File: config.mk
export PLATFORM = sky130hd
export DESIGN_NAME = csr_bank_flat
export DESIGN_NICKNAME = d
export VERILOG_FILES = /design/src/rtl/csr_pkg.sv /design/src/rtl/csr_bank_if.sv /design/src/rtl/csr_irq_ctrl.sv /design/src/rtl/csr_bank.sv /design/src/flat_wrapper.sv
export SDC_FILE = /design/constraint.sdc
export NUM_CORES = 1
export LEC_CHECK = 0
export BUFFER_PORTS_ARGS = -buffer_cell sky130_fd_sc_hd__buf_2
export CORE_MARGIN = 4
export CORE_UTILIZATION = 36
export DETAILED_ROUTE_END_ITERATION = 8
export HOLD_SLACK_MARGIN = 0.15
export PLACE_DENSITY = 0.54
export SYNTH_ARGS = -nofsm -noshare
export SYNTH_HDL_FRONTEND = slang
export SYNTH_SLANG_ARGS = --single-unit
File: constraint.sdc
create_clock -name clk -period 1.3 [get_ports clk]
set_input_delay 0.13 -clock clk [delete_from_list [all_inputs] [get_ports clk]]
set_output_delay 0.13 -clock clk [all_outputs]
set_load 0.05 [all_outputs]
File: src/rtl/csr_pkg.sv
`default_nettype none
// ============================================================================
// Module   : csr_pkg
// Purpose  : Shared address map, region type and decode helper for csr_bank.
// Revision : 1.0 - initial release
// ============================================================================
package csr_pkg;

  // Offsets for the default configuration (NUM_CFG = 8, NUM_STATUS = 4).
  localparam int unsigned DEF_NUM_CFG    = 8;
  localparam int unsigned DEF_NUM_STATUS = 4;
  localparam int unsigned IRQ_EN_OFS     = DEF_NUM_CFG;
  localparam int unsigned IRQ_PEND_OFS   = DEF_NUM_CFG + 1;
  localparam int unsigned STATUS_BASE    = DEF_NUM_CFG + 2;

  typedef enum logic [2:0] {
    CFG      = 3'd0,
    IRQEN    = 3'd1,
    IRQPEND  = 3'd2,
    STATUS   = 3'd3,
    UNMAPPED = 3'd4
  } region_e;

  // Classify a word address.  Ranges are tested by comparison only, so an
  // address beyond the map never turns into an out-of-range array index.
  function automatic region_e csr_decode(input logic [31:0] addr,
                                         input int unsigned num_cfg,
                                         input int unsigned num_status);
    region_e r;
    if (addr < num_cfg)                       r = CFG;
    else if (addr == num_cfg)                 r = IRQEN;
    else if (addr == num_cfg + 1)             r = IRQPEND;
    else if (addr < num_cfg + 2 + num_status) r = STATUS;
    else                                      r = UNMAPPED;
    return r;
  endfunction

endpackage
`default_nettype wire

File: src/rtl/csr_bank_if.sv
`default_nettype none
// ============================================================================
// Module   : csr_bank_if
// Purpose  : Single-cycle write/read request bus between the AXI-Lite slave
//            (master side) and the register bank (slave side).
// Revision : 1.0 - initial release
// ============================================================================
interface csr_bank_if #(
  parameter int DATA_W = 32,
  parameter int ADDR_W = 4
);
  logic              wr_en;
  logic [ADDR_W-1:0] wr_addr;
  logic [DATA_W-1:0] wr_data;
  logic [DATA_W/8-1:0] wr_strb;
  logic              wr_err;
  logic              rd_en;
  logic [ADDR_W-1:0] rd_addr;
  logic [DATA_W-1:0] rd_data;
  logic              rd_valid;
  logic              rd_err;

  modport master (
    output wr_en, wr_addr, wr_data, wr_strb, rd_en, rd_addr,
    input  wr_err, rd_data, rd_valid, rd_err
  );

  modport slave (
    input  wr_en, wr_addr, wr_data, wr_strb, rd_en, rd_addr,
    output wr_err, rd_data, rd_valid, rd_err
  );
endinterface
`default_nettype wire

File: src/rtl/csr_irq_ctrl.sv
`default_nettype none
// ============================================================================
// Module   : csr_irq_ctrl
// Purpose  : Interrupt enable mask, W1C pending latch and registered level irq.
// Revision : 1.0 - initial release
// ============================================================================
module csr_irq_ctrl #(
  parameter int NUM_IRQ = 8
) (
  input  wire logic               clk,
  input  wire logic               resetn,
  input  wire logic               i_en_we,
  input  wire logic               i_pend_we,
  input  wire logic [NUM_IRQ-1:0] i_wdata,
  input  wire logic [NUM_IRQ-1:0] i_wmask,
  input  wire logic [NUM_IRQ-1:0] i_events,
  output logic      [NUM_IRQ-1:0] o_en,
  output logic      [NUM_IRQ-1:0] o_pend,
  output logic                    o_irq
);

  logic [NUM_IRQ-1:0] r_en;
  logic [NUM_IRQ-1:0] r_pend;
  logic               r_irq;
  logic [NUM_IRQ-1:0] w_clr;

  // Only bits written as 1 in an enabled byte lane are cleared.
  assign w_clr = i_pend_we ? (i_wdata & i_wmask) : '0;

  // Enable mask: byte-lane merge of the written value.
  always_ff @(posedge clk or negedge resetn) begin
    if (!resetn)      r_en <= '0;
    else if (i_en_we) r_en <= (r_en & ~i_wmask) | (i_wdata & i_wmask);
  end

  // Pending latch: events set, W1C clears, a simultaneous set wins.
  always_ff @(posedge clk or negedge resetn) begin
    if (!resetn) r_pend <= '0;
    else         r_pend <= (r_pend & ~w_clr) | i_events;
  end

  // Level interrupt, one cycle behind the pending/enable state.
  always_ff @(posedge clk or negedge resetn) begin
    if (!resetn) r_irq <= 1'b0;
    else         r_irq <= |(r_pend & r_en);
  end

  assign o_en   = r_en;
  assign o_pend = r_pend;
  assign o_irq  = r_irq;

endmodule
`default_nettype wire

File: src/rtl/csr_bank.sv
`default_nettype none
// ============================================================================
// Module   : csr_bank
// Purpose  : Shadowed config registers committed on frame_start, read-only
//            status registers and a W1C interrupt block.
// Revision : 1.0 - initial release
// ============================================================================
module csr_bank
  import csr_pkg::*;
#(
  parameter int DATA_W     = 32,
  parameter int ADDR_W     = 4,
  parameter int NUM_CFG    = 8,
  parameter int NUM_STATUS = 4,
  parameter int NUM_IRQ    = 8
) (
  input  wire logic                         clk,
  input  wire logic                         resetn,
  csr_bank_if.slave                         bus,
  input  wire logic                         i_frame_start,
  output logic      [NUM_CFG*DATA_W-1:0]    o_cfg_out,
  output logic                              o_cfg_pending,
  input  wire logic [NUM_STATUS*DATA_W-1:0] i_status_in,
  input  wire logic [NUM_IRQ-1:0]           i_irq_events,
  output logic                              o_irq
);

  localparam int unsigned c_STATUS_BASE = NUM_CFG + 2;

  // Parameter sanity checks at elaboration.
  if ((DATA_W % 8) != 0) begin : g_chk_data_w
    $error("csr_bank: DATA_W must be a multiple of 8");
  end
  if (NUM_IRQ > DATA_W) begin : g_chk_num_irq
    $error("csr_bank: NUM_IRQ must not exceed DATA_W");
  end
  if ((NUM_CFG + 2 + NUM_STATUS) > (2 ** ADDR_W)) begin : g_chk_map
    $error("csr_bank: register map does not fit in ADDR_W");
  end

  logic [DATA_W-1:0]   r_shadow    [NUM_CFG];
  logic [DATA_W-1:0]   r_committed [NUM_CFG];
  logic                r_cfg_pending;
  logic                r_wr_err;
  logic [DATA_W-1:0]   r_rd_data;
  logic                r_rd_valid;
  logic                r_rd_err;

  logic [DATA_W-1:0]   w_wmask;
  region_e             w_wr_rgn;
  region_e             w_rd_rgn;
  logic                w_wr_cfg;
  logic                w_wr_bad;
  logic [DATA_W-1:0]   w_rd_data;
  logic                w_rd_err;
  logic [NUM_IRQ-1:0]  w_irq_en;
  logic [NUM_IRQ-1:0]  w_irq_pend;

  // Expand byte strobes to a bit mask.
  for (genvar b = 0; b < DATA_W/8; b++) begin : g_mask
    assign w_wmask[b*8 +: 8] = {8{bus.wr_strb[b]}};
  end

  assign w_wr_rgn = csr_decode(32'(bus.wr_addr), NUM_CFG, NUM_STATUS);
  assign w_rd_rgn = csr_decode(32'(bus.rd_addr), NUM_CFG, NUM_STATUS);
  assign w_wr_cfg = bus.wr_en && (w_wr_rgn == CFG);
  assign w_wr_bad = bus.wr_en && ((w_wr_rgn == STATUS) || (w_wr_rgn == UNMAPPED));

  // Shadow registers: byte-lane merge of CFG writes.
  always_ff @(posedge clk or negedge resetn) begin
    if (!resetn) begin
      for (int i = 0; i < NUM_CFG; i++) r_shadow[i] <= '0;
    end else if (w_wr_cfg) begin
      for (int i = 0; i < NUM_CFG; i++) begin
        if (bus.wr_addr == ADDR_W'(i))
          r_shadow[i] <= (r_shadow[i] & ~w_wmask) | (bus.wr_data & w_wmask);
      end
    end
  end

  // Atomic commit; copies the shadow as it stood before this cycle's write.
  always_ff @(posedge clk or negedge resetn) begin
    if (!resetn) begin
      for (int i = 0; i < NUM_CFG; i++) r_committed[i] <= '0;
    end else if (i_frame_start) begin
      for (int i = 0; i < NUM_CFG; i++) r_committed[i] <= r_shadow[i];
    end
  end

  // Pending flag: a CFG write in the commit cycle keeps it set.
  always_ff @(posedge clk or negedge resetn) begin
    if (!resetn)            r_cfg_pending <= 1'b0;
    else if (w_wr_cfg)      r_cfg_pending <= 1'b1;
    else if (i_frame_start) r_cfg_pending <= 1'b0;
  end

  // Write error pulse for read-only or unmapped targets.
  always_ff @(posedge clk or negedge resetn) begin
    if (!resetn) r_wr_err <= 1'b0;
    else         r_wr_err <= w_wr_bad;
  end

  // Read mux over pre-write state, so same-cycle writes are not visible.
  always_comb begin
    w_rd_data = '0;
    w_rd_err  = 1'b0;
    case (w_rd_rgn)
      CFG: begin
        for (int i = 0; i < NUM_CFG; i++) begin
          if (bus.rd_addr == ADDR_W'(i)) w_rd_data = r_shadow[i];
        end
      end
      IRQEN:   w_rd_data[NUM_IRQ-1:0] = w_irq_en;
      IRQPEND: w_rd_data[NUM_IRQ-1:0] = w_irq_pend;
      STATUS: begin
        for (int j = 0; j < NUM_STATUS; j++) begin
          if (bus.rd_addr == ADDR_W'(c_STATUS_BASE + j))
            w_rd_data = i_status_in[j*DATA_W +: DATA_W];
        end
      end
      default: w_rd_err = 1'b1;
    endcase
  end

  // Registered read response, one cycle after the request.
  always_ff @(posedge clk or negedge resetn) begin
    if (!resetn) begin
      r_rd_data  <= '0;
      r_rd_valid <= 1'b0;
      r_rd_err   <= 1'b0;
    end else begin
      r_rd_valid <= bus.rd_en;
      if (bus.rd_en) begin
        r_rd_data <= w_rd_data;
        r_rd_err  <= w_rd_err;
      end else begin
        r_rd_err  <= 1'b0;
      end
    end
  end

  csr_irq_ctrl #(.NUM_IRQ(NUM_IRQ)) u_irq (
    .clk       (clk),
    .resetn    (resetn),
    .i_en_we   (bus.wr_en && (w_wr_rgn == IRQEN)),
    .i_pend_we (bus.wr_en && (w_wr_rgn == IRQPEND)),
    .i_wdata   (bus.wr_data[NUM_IRQ-1:0]),
    .i_wmask   (w_wmask[NUM_IRQ-1:0]),
    .i_events  (i_irq_events),
    .o_en      (w_irq_en),
    .o_pend    (w_irq_pend),
    .o_irq     (o_irq)
  );

  for (genvar i = 0; i < NUM_CFG; i++) begin : g_cfg_out
    assign o_cfg_out[i*DATA_W +: DATA_W] = r_committed[i];
  end

  assign o_cfg_pending = r_cfg_pending;
  assign bus.wr_err    = r_wr_err;
  assign bus.rd_data   = r_rd_data;
  assign bus.rd_valid  = r_rd_valid;
  assign bus.rd_err    = r_rd_err;

endmodule
`default_nettype wire

File: src/flat_wrapper.sv
// flat-port wrapper written by rule: the top's interface ports become plain ports
module csr_bank_flat import csr_pkg::*;
#(
  parameter int DATA_W     = 32,
  parameter int ADDR_W     = 4,
  parameter int NUM_CFG    = 8,
  parameter int NUM_STATUS = 4,
  parameter int NUM_IRQ    = 8
)
  (clk, resetn, i_frame_start, o_cfg_out, o_cfg_pending, i_status_in, i_irq_events, o_irq, bus_wr_en, bus_wr_addr, bus_wr_data, bus_wr_strb, bus_rd_en, bus_rd_addr, bus_wr_err, bus_rd_data, bus_rd_valid, bus_rd_err);
  csr_bank_if #(.DATA_W(DATA_W), .ADDR_W(ADDR_W)) bus_i ();
  input  wire logic clk;
  input  wire logic resetn;
  input  wire logic i_frame_start;
  output logic      [NUM_CFG*DATA_W-1:0] o_cfg_out;
  output logic o_cfg_pending;
  input  wire logic [NUM_STATUS*DATA_W-1:0] i_status_in;
  input  wire logic [NUM_IRQ-1:0] i_irq_events;
  output logic o_irq;
  input wire logic [$bits(bus_i.wr_en)-1:0] bus_wr_en;
  input wire logic [$bits(bus_i.wr_addr)-1:0] bus_wr_addr;
  input wire logic [$bits(bus_i.wr_data)-1:0] bus_wr_data;
  input wire logic [$bits(bus_i.wr_strb)-1:0] bus_wr_strb;
  input wire logic [$bits(bus_i.rd_en)-1:0] bus_rd_en;
  input wire logic [$bits(bus_i.rd_addr)-1:0] bus_rd_addr;
  output wire logic [$bits(bus_i.wr_err)-1:0] bus_wr_err;
  output wire logic [$bits(bus_i.rd_data)-1:0] bus_rd_data;
  output wire logic [$bits(bus_i.rd_valid)-1:0] bus_rd_valid;
  output wire logic [$bits(bus_i.rd_err)-1:0] bus_rd_err;
  assign bus_i.wr_en = bus_wr_en;
  assign bus_i.wr_addr = bus_wr_addr;
  assign bus_i.wr_data = bus_wr_data;
  assign bus_i.wr_strb = bus_wr_strb;
  assign bus_i.rd_en = bus_rd_en;
  assign bus_i.rd_addr = bus_rd_addr;
  assign bus_wr_err = bus_i.wr_err;
  assign bus_rd_data = bus_i.rd_data;
  assign bus_rd_valid = bus_i.rd_valid;
  assign bus_rd_err = bus_i.rd_err;
  csr_bank #(.DATA_W(DATA_W), .ADDR_W(ADDR_W), .NUM_CFG(NUM_CFG), .NUM_STATUS(NUM_STATUS), .NUM_IRQ(NUM_IRQ)) u_core (.clk(clk), .resetn(resetn), .bus(bus_i), .i_frame_start(i_frame_start), .o_cfg_out(o_cfg_out), .o_cfg_pending(o_cfg_pending), .i_status_in(i_status_in), .i_irq_events(i_irq_events), .o_irq(o_irq));
endmodule
==> summary.txt, run 1 <==
Worst setup path
  – Critical Path Start Type: register
  – WP buf/inv: 1
  – Required @ worst endpoint: around 1200 ps
  – R2R Path End: u_core.bus.rd_data[29]
  – Worst reg-to-reg setup slack: -60 ps
  – Critical path's slowest cell: dfrtp_2
  – Crit path largest cell delay: around 470 ps
  – Kind of cell adding the most delay to the critical path: flip-flops
  – Crit path depth: 1
  – Kind of critical path: reg -> out
  – Critical path, cell by cell: buf_6
  – R2R cell count: 5
  – Worst setup EP type: primary output
  – CP arrival: 1280 ps
  – CP max FO: 2

Global routing
  – Largest net degree at the start of global routing: 88
  – Gr usage total: around a quarter
  – Initial antenna violation count: 2
  – GR Overflow Total: 0
  – First-pass GRT wire length: around 140 mm
  – Vias in the first global route: roughly 21000

Clock tree
  – CTS Buf Count: 61
  – Clk buf depth: 3
  – CTS root buf: clkbuf_16
  – Reg clk slew, reported paths: about 60 ps
  – CTS tree: yes
  – Clock Sinks: 565
  – Clock latency on the worst-skew pair: between 600 and 700 ps
  – Cts hold-fix bufs: roughly 130
  – CTS H-tree lvls: 2

Finish
  – Multi-input logic area: roughly 0.011 sq mm
  – Most frequent cells in the layout: dfrtp_1, mux2_2, buf_6
  – FILL cells: about 5800
  – Proportion of layout cells with a drive suffix above 1: between 50 and 60%
  – Util after Layout: between 50% and 60%
  – Seq. cell area: about 0.014 sq mm
  – Commonest non-fill, non-tap cell in the layout: dfrtp_1
  – Layout area overhead: 47.74%
  – Fin nets: between 2000 and 3000
  – Post-route insts no fill: between 3000 and 4000

Placement
  – GPL Wtd Cong: 0.9320
  – Port Buffers: 477
  – HPWL Detailed: 67.04 mm
  – Placed instance count: 3374

Run status
  – Outcome: complete, but fails checks
  – Failing checks: negative setup slack

Logic synthesis
  – Cell Area, Synth: 0.02497 sq mm
  – Asr flop ratio synth: 100.0%
  – Synth area leaders: dfrtp_1, mux2_2, mux2i_1
  – Yosys top cell by area: dfrtp_1
  – Post-Syn Nets: just over 2000
  – Sequential element share of the synthesized area: 56.63%
  – Gate Count Post-Synth: 1850
  – Post-Syn Area per Cell: between 10 and 15 sq um
  – Yosys warnings: 0
  – Synth top area share: around 57%
  – Yosys cell types: 53
  – Ys flop type: dfrtp_1
  – Seq cells post-synth: between 500 and 600
  – Post-synth EDFFs: 0

Power
  – VDD IR-drop max: approximately 1.2 mV
  – Cell Pwr Density: 1719 mW/mm^2
  – LEAKAGE: between 0.015 and 0.02 uW

Die
  – Initial Util: a little over a third
  – Cell Rows: 96
  – DIE WIDTH: 271.3 um
  – Core area: 0.06871 sq mm
  – Die height: between 200 and 300 um
  – Die ar.: around 0.074 sq mm
  – Ports: 478

Timing
  – RSZ-0062 raised after global routing: yes
  – Setup Skew: approximately 22 ps
  – Setup WS post-layout: -113.0 ps
  – Final Hold Vio Count: 0
  – Period Utilization, post-route: 108.7%
  – Fin crit period: about 1400 ps
  – Slew headroom: between 50% and 60%
  – Fmax: approximately 700 MHz
  – Slew Viols, Final: 0
  – Final Setup Violations: slightly below 200
  – Worst slew pin tran: between 700 and 800 ps

Min path
  – Hold path depth: 3
  – Hold path start: i_frame_start
  – Hold EP: u_core.o_cfg_out[36]
  – Hold WC Path Type: in -> reg

Job
  – Maxcap violations: 0

Drt
  – Final ANT Viol Nets: 0
  – Number of remaining DRC errors: 0
  – Router iterations before antenna repair: 5
  – Wire length per cell: between 20 and 30 um
  – Initial drt markers: between 1000 and 1500
  – Via Count: 19479
  – Drt via density: approximately 5.3
  – Total Wirelength: 93.92 mm
-- what timing repair did --
action                                 in CTS  in global routing
cloned                                      0                  2
pin swaps                                   2                  6
setup endpoints to repair                 302                422
endpoints found under the hold margin     977                 93
setup buffers                              55                 31
gates resized for setup                   601                 35
-- how the worst max path moves through the flow --
stage	from	endpoint	slack, ps
final	u_core.bus.rd_data[29]	bus_rd_data[29]	-110
after global routing	u_core.bus.rd_data[30]	bus_rd_data[30]	-160
after CTS	u_core.bus.rd_data[24]	bus_rd_data[24]	-140
after detailed placement	bus_rd_addr[2]	u_core.bus.rd_data[0]	-680
after global placement	bus_rd_addr[2]	u_core.bus.rd_data[0]	-680
after floorplan	i_frame_start	u_core.o_cfg_out[100]	-80
-- stage by stage --
step	hold WS, ps	setup slack [ps]	total power [uW]	cell area, sq um	TNS (ps)
floorplan	-165.6	-82.44	35040	25210	-16550
global placement	-3.960	-682.4	41270	30760	-85860
detailed placement	-4.466	-682.2	41560	30760	-88760
CTS	100.6	-140.8	63450	36460	-18020
global route	110.5	-159.0	65830	36880	-18970
finish	135.3	-113.0	63410	36880	-4425
-- cells in the mapped netlist (17+ instances only) --
cell	instances
buf_2	30
a2111oi_0	17
a21oi_1	24
nand2_1	39
dfrtp_1	565
nand2b_1	23
o2bb2ai_1	24
nor2b_1	36
mux2i_1	84
nor3_1	21
nand3b_1	21
o22ai_1	47
o21ai_0	53
mux2_2	524
nor2_1	69
o221ai_1	29
clkbuf_1	73
-- worst reg2reg max path, cell delays in order (launching register included) --
cell	delay (ps)
dfrtp_1	390
mux2i_2	180
o2bb2ai_2	120
a222oi_1	310
buf_4	170
o221ai_2	70
-- logic make-up after synthesis --
group                  count (synthesis)  share of synthesized area [%]
flip-flops                           565                          56.63
multiplexers                         614                          27.41
buffers and inverters                142                          2.496
AO/OA/AOI/OAI                        295                          8.535
AND/OR/NAND/NOR                      234                          4.927
-- layout make-up --
class,count,area share [%]
timing repair buffer,941,24.17
tap,931,3.158
clock inverter,34,0.9329
sequential,565,38.36
multi-input combinational,1143,28.53
clock buffer,82,4.712
antenna,1,0.006784
inverter,13,0.1323
-- where the power goes --
group | leakage, uW | internal (uW) | total (uW) | switching [uW]
clock | 0.00103 | 10600 | 18000 | 7400
sequential | 0.00718 | 21200 | 24400 | 3270
combinational | 0.00915 | 9160 | 21000 | 11800
total | 0.0174 | 40900 | 63400 | 22500
-- routing by layer --
layer	vias to the layer above	routed length (um)	track usage, %
met5	-	0	0
li1	8614	-	-
met4	0	3045	7.650
met2	657	45510	40.98
met1	10069	40170	32.98
met3	139	5189	4.631
(Power assumes the default switching activity.)
==> run 2: changes to the inputs <==
Settings changed: HOLD_SLACK_MARGIN 0.15 to default, RECOVER_POWER from default to 50.
==> run 2 against run 1 <==
  * The flow still finishes with violations (negative setup slack)
  * Register-to-register slack about the same
  * Sequential power is essentially flat
  * Utilization down 1.3 points
  * Final area shrank 2.5%
  * Clock skew shrank 4.8 ps
  * Power down 0.43%
  * Via count down 1.6%
  * Sequential cell count is the same
  * Global-route usage fell by 0.57 points
  * Maximum frequency increased by 0.59%
  * Critical endpoint unchanged
  * Highest routed layer unchanged
==> summary.txt, run 2 (synthesis gave the netlist of run 1 again) <==
Worst setup path
  – Crit path largest cell delay: roughly 470 ps
  – Required @ worst endpoint: around 1200 ps
  – R2R cell count: 5
  – Kind of critical path: reg -> out
  – Crit path depth: 1
  – Critical Path Start Type: register
  – CP max FO: 2
  – Setup crit start: u_core.bus.rd_data[29]
  – Critical path's slowest cell: dfrtp_2
  – Critical path, cell by cell: buf_6
  – Crit path capture: bus_rd_data[29]
  – Kind of cell adding the most delay to the critical path: flip-flops
  – Worst reg-to-reg setup slack: -60 ps
  – CP arrival: around 1300 ps
  – Worst setup EP type: primary output
  – R2R Path End: u_core.bus.rd_data[29]
  – WP buf/inv: 1

Timing
  – Fin crit period: 1405 ps
  – Setup TNS: -4452 ps
  – Slew Viols, Final: 0
  – Final Hold Vio Count: 0
  – Worst slew pin tran: ~950 ps
  – Setup WS post-layout: -104.8 ps
  – RSZ-0062 raised after global routing: yes
  – Hold Slack: 43.38 ps
  – Setup Skew: roughly 17 ps
  – Fmax: 711.9 MHz
  – Period Utilization, post-route: 108.1%
  – Final Setup Violations: between 150 and 200
  – Slew headroom: a little over a third

Drt
  – Drt via density: 5.268
  – Number of remaining DRC errors: 0
  – Total Wirelength: about 92 mm
  – Wire length per cell: 25.18 um
  – Via Count: about 19000
  – Initial drt markers: around 1100
  – Final ANT Viol Nets: 0
  – Router iterations before antenna repair: 5

Placement
  – HPWL Detailed: 67.04 mm
  – GPL Wtd Cong: 0.9320
  – Placed instance count: around 3400
  – Port Buffers: about 480

Clock tree
  – Clock latency on the worst-skew pair: 620 ps
  – CTS Buf Count: 61
  – CTS root buf: clkbuf_16
  – Reg clk slew, reported paths: ~60 ps
  – CTS tree: yes
  – Clock Sinks: 565
  – CTS H-tree lvls: 2
  – Clk buf depth: 3

Global routing
  – First-pass GRT wire length: 134.4 mm
  – Largest net degree at the start of global routing: a little under 90
  – Gr usage total: between 20% and 30%
  – Vias in the first global route: a little over 20000
  – Initial antenna violation count: 4
  – GR Overflow Total: 0

Finish
  – Post-route insts no fill: 3639
  – Fin nets: about 2800
  – Proportion of layout cells with a drive suffix above 1: between 50 and 60%
  – FILL cells: approximately 5900
  – Layout area overhead: 44.06%
  – Most frequent cells in the layout: dfrtp_1, mux2_2, buf_6
  – Commonest non-fill, non-tap cell in the layout: dfrtp_1

Run status
  – Outcome: complete, but fails checks
  – Failing checks: negative setup slack

Die
  – Die height: 271.3 um
  – Ports: 478
  – Initial Util: a little over a third
  – Cell Rows: 96
  – DIE WIDTH: roughly 270 um
  – Die ar.: 0.07363 sq mm
  – Core area: about 0.069 sq mm

Job
  – Maxcap violations: 0

Min path
  – Hold WC Path Type: in -> reg
  – Hold path depth: 5

Power
  – LEAKAGE: 0.01697 uW
  – Cell Pwr Density: 1756 mW/mm^2
  – VDD IR-drop max: between 1 and 1.5 mV
[run 2: changes by cell type in the layout (fill, tap and decap cells not counted), sizes merged]
cell,previous run,this run
clkbuf,84,98
buf,809,796
dlygate4sd3,128,58
dlymetal6s4s,2,0
[run 2: repair_timing]
action | 4_1_cts | 5_1_grt
gates resized for setup | 601 | 32
cloned | 0 | 0
hold buffers | 57 | 2
buffers inserted | 55 | 35
hold endpoints to repair | 851 | 6
pin swaps | 2 | 6
endpoints found under the setup margin | 302 | 327
[run 2: where the power goes]
part	switching, uW	internal [uW]
Clock	7400	10600
Combinational	11800	8970
Sequential	3280	21200
[run 2: layer usage]
| metal | vias up | global-route usage (%) | part of all wire [%] |
|---|---|---|---|
| met5 | - | 0 | 0 |
| met1 | 9919 | 31.85 | 42 |
| li1 | 8482 | - | - |
| met2 | 633 | 39.59 | 48 |
| met3 | 135 | 5.215 | 6.2 |
| met4 | 0 | 8.184 | 3.5 |
[run 2: worst min-delay path by stage]
stage                      from                     to  slack, ps
4_1_cts        i_status_in[104]  u_core.bus.rd_data[8]          2
5_1_grt         i_status_in[72]  u_core.bus.rd_data[8]         40
3_3_place_gp             resetn              async pin         -4
3_5_place_dp             resetn              async pin         -4
6_report        i_status_in[72]  u_core.bus.rd_data[8]         40
2_1_floorplan            resetn              async pin       -170
[run 2: layout make-up]
type                    count  area, sq um  area share, %
diodes                      1        2.502       0.006958
clock buffers              82         1738          4.832
clock inverters            34        344.1         0.9567
inverters                  13        48.80         0.1357
multi-input cells        1143        10520          29.26
flip-flops and latches    565        14150          39.34
well taps                 931         1165          3.239
repair buffers            870         7994          22.23
[run 2: per-stage QoR]
stage	power [uW]	utilization, %	setup WS, ps	cell area (sq um)
CTS	63250	51.96	-140.8	35700
global route	65560	52.35	-162.0	35960
detailed placement	41560	44.76	-682.2	30760
floorplan	35040	-	-82.44	25210
finish	63140	52.35	-104.8	35960
global placement	41270	44.76	-682.4	30760
==> run 3: changes to the inputs <==
Settings changed: CORE_UTILIZATION 36 to 50, PLACE_DENSITY 0.54 to 0.72.
==> run 3 against run 2 <==
  * The run still ends with negative setup slack left
  * Global-route usage grew 8.3 points
  * Register-to-register slack lost 30 ps
  * Largest cell class unchanged
  * Critical path type is now reg -> reg
  * Critical path depth grew 3
  * Clock skew is essentially flat
  * Via count grew 5.8%
  * Sequential power is essentially flat
==> summary.txt, run 3 (synthesis gave the netlist of run 1 again) <==
Power
  – Overall Power: about 62000 uW
  – Sequential Power Share: 39.6%
  – Sw frac: between 30% and 40%
  – VDD IR-drop max: around 1.1 mV
  – LEAKAGE: around 0.017 uW
  – NetSw: 22340 uW
  – Clk pwr share: between 20% and 30%
  – Power share of the combinational group: 34.3%
  – P_int: 39650 uW
  – Cell Pwr Density: around 1700 mW/mm^2

Finish
  – Layout area overhead: 43.05%
  – Proportion of layout cells with a drive suffix above 1: between 50% and 60%
  – Fin nets: around 2900
  – Commonest non-fill, non-tap cell in the layout: dfrtp_1
  – Post-route insts no fill: roughly 3400
  – Most frequent cells in the layout: dfrtp_1, mux2_2, buf_4

Die
  – Cell Rows: 81
  – DIE WIDTH: approximately 230 um
  – Die ar.: about 0.054 sq mm
  – Core area: 0.04915 sq mm
  – Die height: ~230 um
  – Initial Util: 50.79%
  – Ports: between 400 and 500

Drt
  – Router iterations before antenna repair: 8
  – Number of remaining DRC errors: 0
  – Total Wirelength: between 80 and 90 mm
  – Drt via density: between 5 and 6
  – Initial drt markers: 1900
  – Final ANT Viol Nets: 0
  – Wire length per cell: around 26 um
  – Via Count: 20286

Global routing
  – Vias in the first global route: approximately 21000
  – First-pass GRT wire length: about 130 mm
  – Initial antenna violation count: 9
  – GR Overflow Total: 0
  – Gr usage total: 32.43%
  – Largest net degree at the start of global routing: around 70

Worst setup path
  – Critical path's slowest cell: dfrtp_1
  – Critical Path Start Type: register
  – Worst reg-to-reg setup slack: -90 ps
  – Critical path, cell by cell: mux2i_2, o22ai_1, o21a_1, a221o_1
  – Required @ worst endpoint: roughly 1800 ps
  – Kind of critical path: reg -> reg
  – Worst setup EP type: register
  – Crit path largest cell delay: 420 ps
  – CP max FO: 3
  – WP buf/inv: 0
  – Kind of cell adding the most delay to the critical path: compound AO/OA/AOI/OAI gates
  – CP arrival: between 1500 and 2000 ps

Placement
  – Placed instance count: 3103
  – GPL Wtd Cong: approximately 0.86
  – HPWL Detailed: around 60 mm
  – Port Buffers: around 480

Clock tree
  – Clock Sinks: roughly 570
  – Clk buf depth: 3
  – CTS H-tree lvls: 2
  – Reg clk slew, reported paths: around 60 ps
  – CTS root buf: clkbuf_16
  – CTS Buf Count: between 50 and 60
  – Clock latency on the worst-skew pair: slightly above 600 ps
  – CTS tree: yes

Timing
  – Setup TNS: -2373 ps
  – Setup Skew: about 17 ps
  – Setup WS post-layout: -87.90 ps
  – Fin crit period: about 1400 ps
  – Fmax: around 720 MHz
  – Final Hold Vio Count: 0
  – Slew Viols, Final: 0
  – Slew headroom: between 30% and 40%
  – Worst slew pin tran: 1012 ps
  – Final Setup Violations: 126
  – RSZ-0062 raised after global routing: yes
  – Period Utilization, post-route: 106.8%

Min path
  – Hold WC Path Type: in -> reg

Run status
  – Outcome: complete, but fails checks
  – Failing checks: negative setup slack

Job
  – Maxcap violations: 0
-- run 3: cell count changes in the layout (fill, tap and decap cells not counted), sizes merged --
cell          delta
dlymetal6s2s     +1
clkinv           -1
diode            +6
clkinvlp         -2
bufinv           -3
inv              -1
dlygate4sd3      -4
buf             +38
clkbuf           +2
-- run 3: stage by stage --
stage | utilization [%] | hold slack (ps) | area (sq um) | worst slack, ps
2_1_floorplan | - | -165.6 | 25210 | -82.44
3_3_place_gp | 61.85 | -20.86 | 30400 | -432.3
3_5_place_dp | 61.85 | -21.35 | 30400 | -456.9
4_1_cts | 71.76 | 3.666 | 35270 | -88.93
5_1_grt | 72.65 | 26.27 | 35710 | -105.1
6_report | 72.66 | 26.83 | 35710 | -87.90
-- run 3: final timing paths --
| path | endpoint | depth (start not counted) | from |
|---|---|---|---|
| worst max-delay path | u_core.bus.rd_data[6] | 4 | u_core.u_irq.o_pend[6] |
| worst min-delay path | u_core.bus.rd_data[23] | 5 | i_status_in[119] |
| worst min register to register | u_core.o_cfg_out[57] | 1 | u_core.o_cfg_out[57] |
| worst max register to register | u_core.bus.rd_data[6] | 4 | u_core.u_irq.o_pend[6] |
| max in group asynchronous | async pin | 3 | resetn |
| min in group asynchronous | async pin | 3 | resetn |
-- run 3: timing repair --
| item | 4_1_cts | 5_1_grt |
|---|---|---|
| hold buffers | 55 | 1 |
| gates cloned | 0 | 0 |
| hold endpoints to repair | 842 | 11 |
| buffers inserted | 81 | 60 |
| endpoints found under the setup margin | 305 | 330 |
| gates resized for setup | 606 | 32 |
| pin swaps | 0 | 11 |
-- run 3: area by class of cell --
cell class / instances / area, sq um
inverters: 13 / 48.80
flip-flops and latches: 565 / 14140
multi-input cells: 1143 / 10570
repair buffers: 913 / 8283
clock buffers: 76 / 1598
diodes: 7 / 17.52
well taps: 664 / 830.8
clock inverters: 27 / 225.2
fillers: 3091 / 13440
-- run 3: power groups by stage --
stage	combinational, uW	clock (uW)	sequential [uW]
floorplan	4980	0	30100
global placement	16700	0	24000
detailed placement	17100	0	24200
CTS	20500	16300	24300
global route	22200	17200	24800
finish	21300	16200	24500
-- run 3: worst reg2reg max path, cell delays in order, from the launching register on --
cell and delay [ps]:
dfrtp_1 420, mux2i_2 290, o22ai_1 130, o21a_1 180, a221o_1 250
-- run 3: routing by layer --
layer	part of all wire, %	GRT usage [%]	vias up
met5	0.030	0	-
met4	5.0	13.98	4
met3	8.5	7.301	294
met2	48	53.03	1146
met1	38	41.85	10292
li1	-	-	8550
